==> src/rtl/uart_alu.sv <==
// uart_alu: byte-framed ALU behind a UART byte interface.
// Request: opcode, A, B (MSB first); response: opcode, result (MSB first), flags.
module uart_alu #(
  parameter int OPERAND_BYTES  = 2,
  parameter int TIMEOUT_CYCLES = 24000
) (
  input  logic       hwclk,
  input  logic       resetn,
  input  logic [7:0] rx_byte,
  input  logic       rx_valid,
  input  logic       tx_ready,
  output logic [7:0] tx_byte,
  output logic       tx_valid,
  output logic       busy,
  output logic       overrun,
  output logic       timeout_err,
  output logic [3:0] leds
);
  localparam int W  = 8 * OPERAND_BYTES;
  localparam int BW = W + 16;
  localparam int IW = TIMEOUT_CYCLES > 0 ? $clog2(TIMEOUT_CYCLES + 1) : 1;
  localparam logic [2:0] LAST = 3'(OPERAND_BYTES - 1);
  localparam logic [2:0] NRSP = 3'(OPERAND_BYTES + 2);
  localparam logic [IW-1:0] TMAX = IW'(TIMEOUT_CYCLES);

  typedef enum logic [2:0] {IDLE, RECV_A, RECV_B, CALC, SEND} state_t;

  state_t        state_q, state_d;
  logic [7:0]    op_q, op_d;
  logic [W-1:0]  a_q, a_d, b_q, b_d;
  logic [2:0]    cnt_q, cnt_d, rem_q, rem_d;
  logic [IW-1:0] idle_q, idle_d;
  logic [BW-1:0] buf_q, buf_d;
  logic [3:0]    leds_q, leds_d;
  logic          overrun_q, overrun_d;
  logic [W:0]    sum;
  logic [W-1:0]  res;
  logic          cflag, tmo, legal;

  assign sum   = {1'b0, a_q} + {1'b0, b_q};
  assign res   = op_q == 8'h2B ? sum[W-1:0] : op_q == 8'h2D ? a_q - b_q :
                 op_q == 8'h26 ? a_q & b_q : a_q ^ b_q;
  assign cflag = op_q == 8'h2B ? sum[W] : op_q == 8'h2D ? a_q < b_q : 1'b0;
  assign legal = rx_byte inside {8'h2B, 8'h2D, 8'h26, 8'h5E};
  // Expiry is decided from the counter alone so a byte arriving in that same
  // cycle is free to open a new frame.
  assign tmo   = TIMEOUT_CYCLES != 0 && (state_q == RECV_A || state_q == RECV_B) && idle_q == TMAX;

  always_comb begin
    state_d   = state_q;
    op_d      = op_q;
    a_d       = a_q;
    b_d       = b_q;
    cnt_d     = cnt_q;
    rem_d     = rem_q;
    idle_d    = idle_q;
    buf_d     = buf_q;
    leds_d    = leds_q;
    overrun_d = overrun_q;
    case (state_q)
      RECV_A, RECV_B: begin
        if (rx_valid) begin
          idle_d = '0;
          cnt_d  = cnt_q + 3'd1;
          if (state_q == RECV_A) a_d = (a_q << 8) | W'(rx_byte);
          else b_d = (b_q << 8) | W'(rx_byte);
          if (cnt_q == LAST) begin
            cnt_d   = '0;
            state_d = state_q == RECV_A ? RECV_B : CALC;
          end
        end else begin
          idle_d = TIMEOUT_CYCLES == 0 ? '0 : idle_q + 1'b1;
        end
      end
      CALC: begin
        buf_d     = {op_q, res, 6'b0, res == '0, cflag};
        rem_d     = NRSP;
        leds_d    = res[3:0];
        overrun_d = overrun_q | rx_valid;
        state_d   = SEND;
      end
      SEND: begin
        overrun_d = overrun_q | rx_valid;
        if (tx_ready) begin
          buf_d   = buf_q << 8;
          rem_d   = rem_q - 3'd1;
          state_d = rem_q == 3'd1 ? IDLE : SEND;
        end
      end
      default: ;
    endcase
    if (tmo) begin
      state_d = IDLE;
      cnt_d   = '0;
      idle_d  = '0;
    end
    if (rx_valid && (state_q == IDLE || tmo)) begin
      op_d   = rx_byte;
      cnt_d  = '0;
      idle_d = '0;
      if (legal) state_d = RECV_A;
      else begin
        buf_d   = {8'hEE, {(BW-8){1'b0}}};
        rem_d   = 3'd1;
        state_d = SEND;
      end
    end
  end

  always_ff @(posedge hwclk or negedge resetn) begin
    if (!resetn) begin
      state_q   <= IDLE;
      op_q      <= '0;
      a_q       <= '0;
      b_q       <= '0;
      cnt_q     <= '0;
      rem_q     <= '0;
      idle_q    <= '0;
      buf_q     <= '0;
      leds_q    <= '0;
      overrun_q <= 1'b0;
    end else begin
      state_q   <= state_d;
      op_q      <= op_d;
      a_q       <= a_d;
      b_q       <= b_d;
      cnt_q     <= cnt_d;
      rem_q     <= rem_d;
      idle_q    <= idle_d;
      buf_q     <= buf_d;
      leds_q    <= leds_d;
      overrun_q <= overrun_d;
    end
  end

  assign tx_byte     = buf_q[BW-1 -: 8];
  assign tx_valid    = state_q == SEND;
  assign busy        = state_q != IDLE;
  assign overrun     = overrun_q;
  assign timeout_err = tmo;
  assign leds        = leds_q;
endmodule

==> config.mk <==
export PLATFORM = sky130hd
export DESIGN_NAME = uart_alu
export DESIGN_NICKNAME = d
export VERILOG_FILES = /design/src/rtl/uart_alu.sv
export SDC_FILE = /design/constraint.sdc
export NUM_CORES = 1
export LEC_CHECK = 0
export ABC_AREA = 1
export CORE_ASPECT_RATIO = 0.7
export CORE_MARGIN = 10
export CORE_UTILIZATION = 35
export CTS_CLUSTER_SIZE = 25
export DETAILED_ROUTE_END_ITERATION = 10
export GPL_TIMING_DRIVEN = 0
export PLACE_DENSITY = 0.48
export SKIP_LAST_GASP = 1
export SLEW_MARGIN = 40
export SYNTH_ARGS = -nofsm -noshare
export SYNTH_HDL_FRONTEND = slang
export SYNTH_SLANG_ARGS = --single-unit
export TNS_END_PERCENT = 100
==> constraint.sdc <==
create_clock -name hwclk -period 3.4 [get_ports hwclk]
set_clock_uncertainty 0.15 [all_clocks]
set_input_delay 0.68 -clock hwclk [delete_from_list [all_inputs] [get_ports hwclk]]
set_output_delay 0.68 -clock hwclk [all_outputs]
set_load 0.05 [all_outputs]
# Yosys cells after proc, flatten, opt, wreduce, memory -nomap -nowiden
# Index checks and enable logic that the tools add are counted.
totals:
  regBits: 101
  inputBits: 12
  output_inout_bits: 16
  wordCells: 87
op_classes:
  add_sub_neg: 5
  order_cmp: 1
  n_eq_ne: 17
  mux: 31
  bitwise_logic: 6
  n_reduce_logical: 17
op_table:
  columns: ["cell", "count"]
  rows:
  - ["32-bit 2-to-1 mux", 3]
  - ["32-bit one-hot mux with 2 select lines", 1]
  - ["15-bit 2-to-1 mux", 4]
  - ["8-bit by 6-bit == test with 1-bit output, second input constant", 6]
  - ["16-bit 2-to-1 mux", 3]
  - ["3-bit 2-to-1 mux", 15]
  - ["16-bit by 8-bit bitwise OR with 16-bit output", 2]
  - ["16-bit by 16-bit adder with 17-bit output", 1]
  - ["16-bit AND", 1]
  - ["16-bit zero test", 1]
  - ["16-bit less-than comparator", 1]
  - ["16-bit subtractor", 1]
  - ["16-bit XOR", 1]
  - ["15-bit by 1-bit adder with 15-bit output, second input constant", 1]
  - ["15-bit == test, second input constant", 1]
  - ["3-bit by 1-bit == test with 1-bit output, second input constant", 3]
  - ["3-bit one-hot mux with 3 select lines", 1]
  - ["3-bit nonzero test", 3]
  - ["8-bit by 7-bit == test with 1-bit output, second input constant", 1]
  - ["4-bit inequality test, second input constant", 2]
  - ["3-bit by 2-bit == test with 1-bit output, second input constant", 2]
  - ["3-bit one-hot mux with 2 select lines", 1]
  - ["3-bit AND reduction", 2]
  - ["5-bit nonzero test", 1]
  - ["14 further kinds", 19]

# Logic depth before layout (Yosys ltp)
logic_depth:
  word_depth: 8
  depth_mapped: 19
  ltp_nobuf: 18

# Least setup slack after synthesis
# OpenSTA, ideal clock, no wires.
synth_timing:
  path_kind: "flip-flop to flip-flop"
  start: "reg state_q[2]"
  end: "reg state_q[1]"
  setup_time_ns: 0.121
  arrival_time_ns: 2.839
  required_ns: 3.129
  slack_ns: 0.291
  path_stages_with_launch: 11
  n_path_buf: 0
  synth_period_minus_slack_ns: 3.109
  path_cell_list: "dfrtp_1 -> inv_1 -> nand3_2 -> nor4_1 -> a21oi_1 -> nand2_2 -> nand3_2 -> o21ai_2 -> nand2_2 -> nand2_1 -> o21ai_1"
synth_via:
  elab_chain_len: 7
  word_cells_on_any_way: 18
  cone_classes: "7 x eq/ne; 3 x mux; 8 x reduce/logical"
synth_rtl:
  columns: ["element", "line", "text"]
  rows:
  - ["start: declaration", "28", "state_t state_q, state_d;"]
  - ["start signal: assignment", "123", "state_q <= state_d;"]
  - ["3-bit by 1-bit == test with 1-bit output / 3-bit by 2-bit == test with 1-bit output (equally long branches)", "47", "assign tmo = TIMEOUT_CYCLES != 0 && (state_q == RECV_A || state_q == RECV_B) && idle_q == TMAX;"]
  - ["1-bit logical OR *", "47", null]
  - ["1-bit logical AND *", "47", null]
  - ["via timeout_err", "16", "output logic timeout_err,"]
  - ["1-bit logical OR", "97", "if (rx_valid && (state_q == IDLE || tmo)) begin"]
  - ["1-bit logical AND", "97", null]
  - ["4-bit inequality test (no line) (tied with other cells)", null, null]
  - ["4-bit AND reduction (no line)", null, null]
# The timed path passes the listed nets; every way through them passes the cells marked *.
# A chain may end at the register's enable or synchronous reset.

# Worst setup path after layout
layout_timing:
  start: "reg state_q[2]"
  end: "out timeout_err"
layout_via:
  elab_chain_len: 3
  word_cells_on_any_way: 4
  cone_classes: "2 x eq/ne; 2 x reduce/logical"
layout_rtl:
  columns: ["element", "line"]
  rows:
  - ["3-bit by 1-bit == test with 1-bit output / 3-bit by 2-bit == test with 1-bit output (equally long branches)", "47"]
  - ["1-bit logical OR *", "47"]
  - ["1-bit logical AND *", "47"]
  - ["end: declaration", "16"]
# Mark *: on every way between the ends. The rest lies on a longest branch, timed or not.

==> flow_summary.yaml <==
outcome:
  status: "completed"
clock_network:
  clk_pin_slew_ps: 60
  worstSkewPairLatency_ps: 360
  cts-root-buf: "clkbuf_16"
  cts_max_path_buffers: 2
  numCtsBuffers: 9
  cts.sinks: 101
  h-tree-depth: 3
  cts_tree: "yes"
place:
  hpwlAfterDp_um: 18100
  io_buffers: 27
  dp_cells: 1322
  postPlaceCellArea_sq_mm: 0.00786
  routabilityCongestion: 0.897
  dpl_worst_slack_ps: 257
worst_setup_path:
  cp_max_fo: 4
  startpoint_type: "flop"
  crit_path_start: "state_q[2]$_DFFE_PN0P_"
  cp-endpoint: "timeout_err"
  end_kind: "primary output"
  worstPathRequired_ps: 2570
  regToRegSetupSlack_ps: 540
  r2r-start: "b_q[0]$_DFFE_PN0P_"
  crit_type: "flop to primary output"
  reg2regPathDepth: 16
  reg2reg_to: "buf_q[1]$_DFF_PN0_"
  critPathArrivalTime_ps: 2280
worst_hold_path:
  min_path_type: "input port to async pin"
yosys:
  synth_async_sr_flop_share_pct: 100
  synthesis.nets: 1074
  synth_edf_count: 0
  ys_ff_latch: 101
  ys_types: 52
  avgSynthCellArea_sq_um: 7.05
  ys_seq_area_share_pct: 35.0
  syn_area_sq_mm: 0.00722
  syn_inst: 1024
  ys_warn_count: 0
  ys.flop_type: "dfrtp_1"
layout:
  fill_cells: 2177
  final_cells: 1336
  seq_area_sq_mm: 0.00253
  final_common_cell: "nand2_1"
  antennaDiodeCount: 0
  mostFrequentLayoutCells: "267 x nand2_1, 140 x inv_1, 101 x dfrtp_1"
  drive_gt1_share_pct: 9.66
  area_growth_pct: 13.0
  fin_area_sq_mm: 0.00816
  final_core_util_pct: 40.8
  finalNetCount: 1113
  multi_input_comb_area_sq_mm: 0.00385
timing:
  setup_viol: 0
  fin_hold_ws_ps: 49.7
  slew_violations: 0
  slew_headroom_pct: 59.3
  min_period_over_period_pct: 91.6
  hold_viol_final: 0
  fin_tns_setup_ps: 0
  worst_slew_pin_slew_ps: 606
  rsz0062_at_grt: "false"
  period_needed_ps: 3110
  setup_ws_ps: 286
  timing.fmax_mhz: 321
floorplanning:
  die_h_um: 140
  core-area_sq_mm: 0.0200
  die_w_um: 192
  rows: 43
  die-area_sq_mm: 0.0269
  pin_count: 28
  initial_core_util_pct: 36.1
detailed_routing:
  routed_wirelength_um: 22700
  drc: 0
  dr.pass1.iters: 5
  vias: 6755
  via_per_inst: 5.06
  first_iter_violations: 593
  drtAntennaViolNets: 0
  post_drt_wl_per_cell_um: 17.0
global_routing:
  grt_pass1_vias: 6125
  overflow: 0
  grt_usage_pct: 16.8
  grt_pass1_wl_um: 35500
  grt_start_max_net_pins: 62
  antenna_found_initial: 0
flow_run:
  cap_violations: 0
power:
  ir_worst_vdd_v: 0.000376
  power.density_mw_per_mm2: 1030
  power.leakage_nw: 4.06
  power_mw: 8.39
[layout make-up]
type,instances,area share [%]
Buffer,45,3.36
Clock inverter,3,0.567
Inverter,152,7.01
Tap cell,270,4.14
Sequential cell,101,31.0
Multi-Input combinational cell,726,47.2
Clock buffer,11,3.10
Timing Repair Buffer,28,3.70
[synthesized netlist by cell type (3+ instances only)]
| library cell | n | area (sq um) |
|---|---|---|
| a21oi_1 | 58 | 290 |
| a21oi_2 | 4 | 35.0 |
| a221oi_1 | 3 | 26.3 |
| a22oi_1 | 4 | 30.0 |
| a31oi_1 | 14 | 87.6 |
| buf_2 | 13 | 65.1 |
| buf_4 | 13 | 97.6 |
| buf_6 | 5 | 56.3 |
| clkbuf_1 | 12 | 45.0 |
| dfrtp_1 | 101 | 2530 |
| ha_1 | 36 | 450 |
| inv_1 | 140 | 526 |
| inv_2 | 11 | 41.3 |
| mux2_2 | 6 | 67.6 |
| nand2_1 | 267 | 1000 |
| nand2_2 | 9 | 56.3 |
| nand3_1 | 93 | 465 |
| nand3_2 | 4 | 40.0 |
| nand4_1 | 13 | 81.3 |
| nor2_1 | 69 | 259 |
| nor2_2 | 5 | 31.3 |
| nor2_4 | 3 | 33.8 |
| nor3_1 | 17 | 85.1 |
| nor4_1 | 4 | 25.0 |
| o211ai_1 | 5 | 37.5 |
| o21ai_0 | 65 | 325 |
| o21ai_1 | 5 | 25.0 |
| o21bai_1 | 5 | 37.5 |
| o22ai_1 | 8 | 50.1 |
| xor2_1 | 3 | 26.3 |
[metal layers]
layer,wire length (um),GRT usage (%)
met1,12900,28.2
met2,8280,20.7
met3,1280,3.05
met4,220,3.53
met5,0,0
[power by group]
group / internal (mW) / switching, mW / total, mW / leakage (nW)
combinational: 1.72 / 3.55 / 5.28 / 2.62
clock: 0.604 / 0.464 / 1.07 / 0.144
sequential: 1.64 / 0.402 / 2.05 / 1.30
[kinds of logic (layout without fill, tap and decap cells)]
group,count (synthesis),in the layout,share of synthesized area [%]
and+or+nand+nor,495,495,30.4
buffers and inverters,197,239,11.7
AOI/OAI and AO/OA,182,182,14.6
DFF,101,101,35.0
adders and majority gates,38,38,6.79
muxes,7,7,1.07
xor gates and xnor gates,4,4,0.485
[worst min path at each step]
stage               depth (start not counted)                    from                     end  slack, ps
floorplan                                   0                  resetn      a_q[0]$_DFFE_PN0P_        230
global placement                            1  idle_q[13]$_DFFE_PN0P_  idle_q[13]$_DFFE_PN0P_        310
detailed placement                          1  idle_q[13]$_DFFE_PN0P_  idle_q[13]$_DFFE_PN0P_        320
CTS                                         1                  resetn    cnt_q[0]$_DFFE_PN0P_         50
global route                                1                  resetn      buf_q[2]$_DFF_PN0_         70
finish                                      1                  resetn     leds[2]$_DFFE_PN0P_         50
[state kept, by name, indices dropped and copies added (netlist names)]
signal,cells
rem_q,3
b_q,16
state_q,3
op_q,8
overrun,1
buf_q,32
leds,4
cnt_q,3
idle_q,15
a_q,16
[worst max-delay path, cell delays in order (launching register included)]
cell and delay, ps:
dfrtp_1 420, inv_1 180, nand3_2 160, nor4_1 550, dlygate4sd2_1 610
[what timing repair did]
item | CTS | global route
hold buffers | 0 | 0
resized for setup | 1 | 0
setup endpoints to repair | 1 | 0
buffers inserted | 0 | 0
Power figures use the tool's default switching activity.
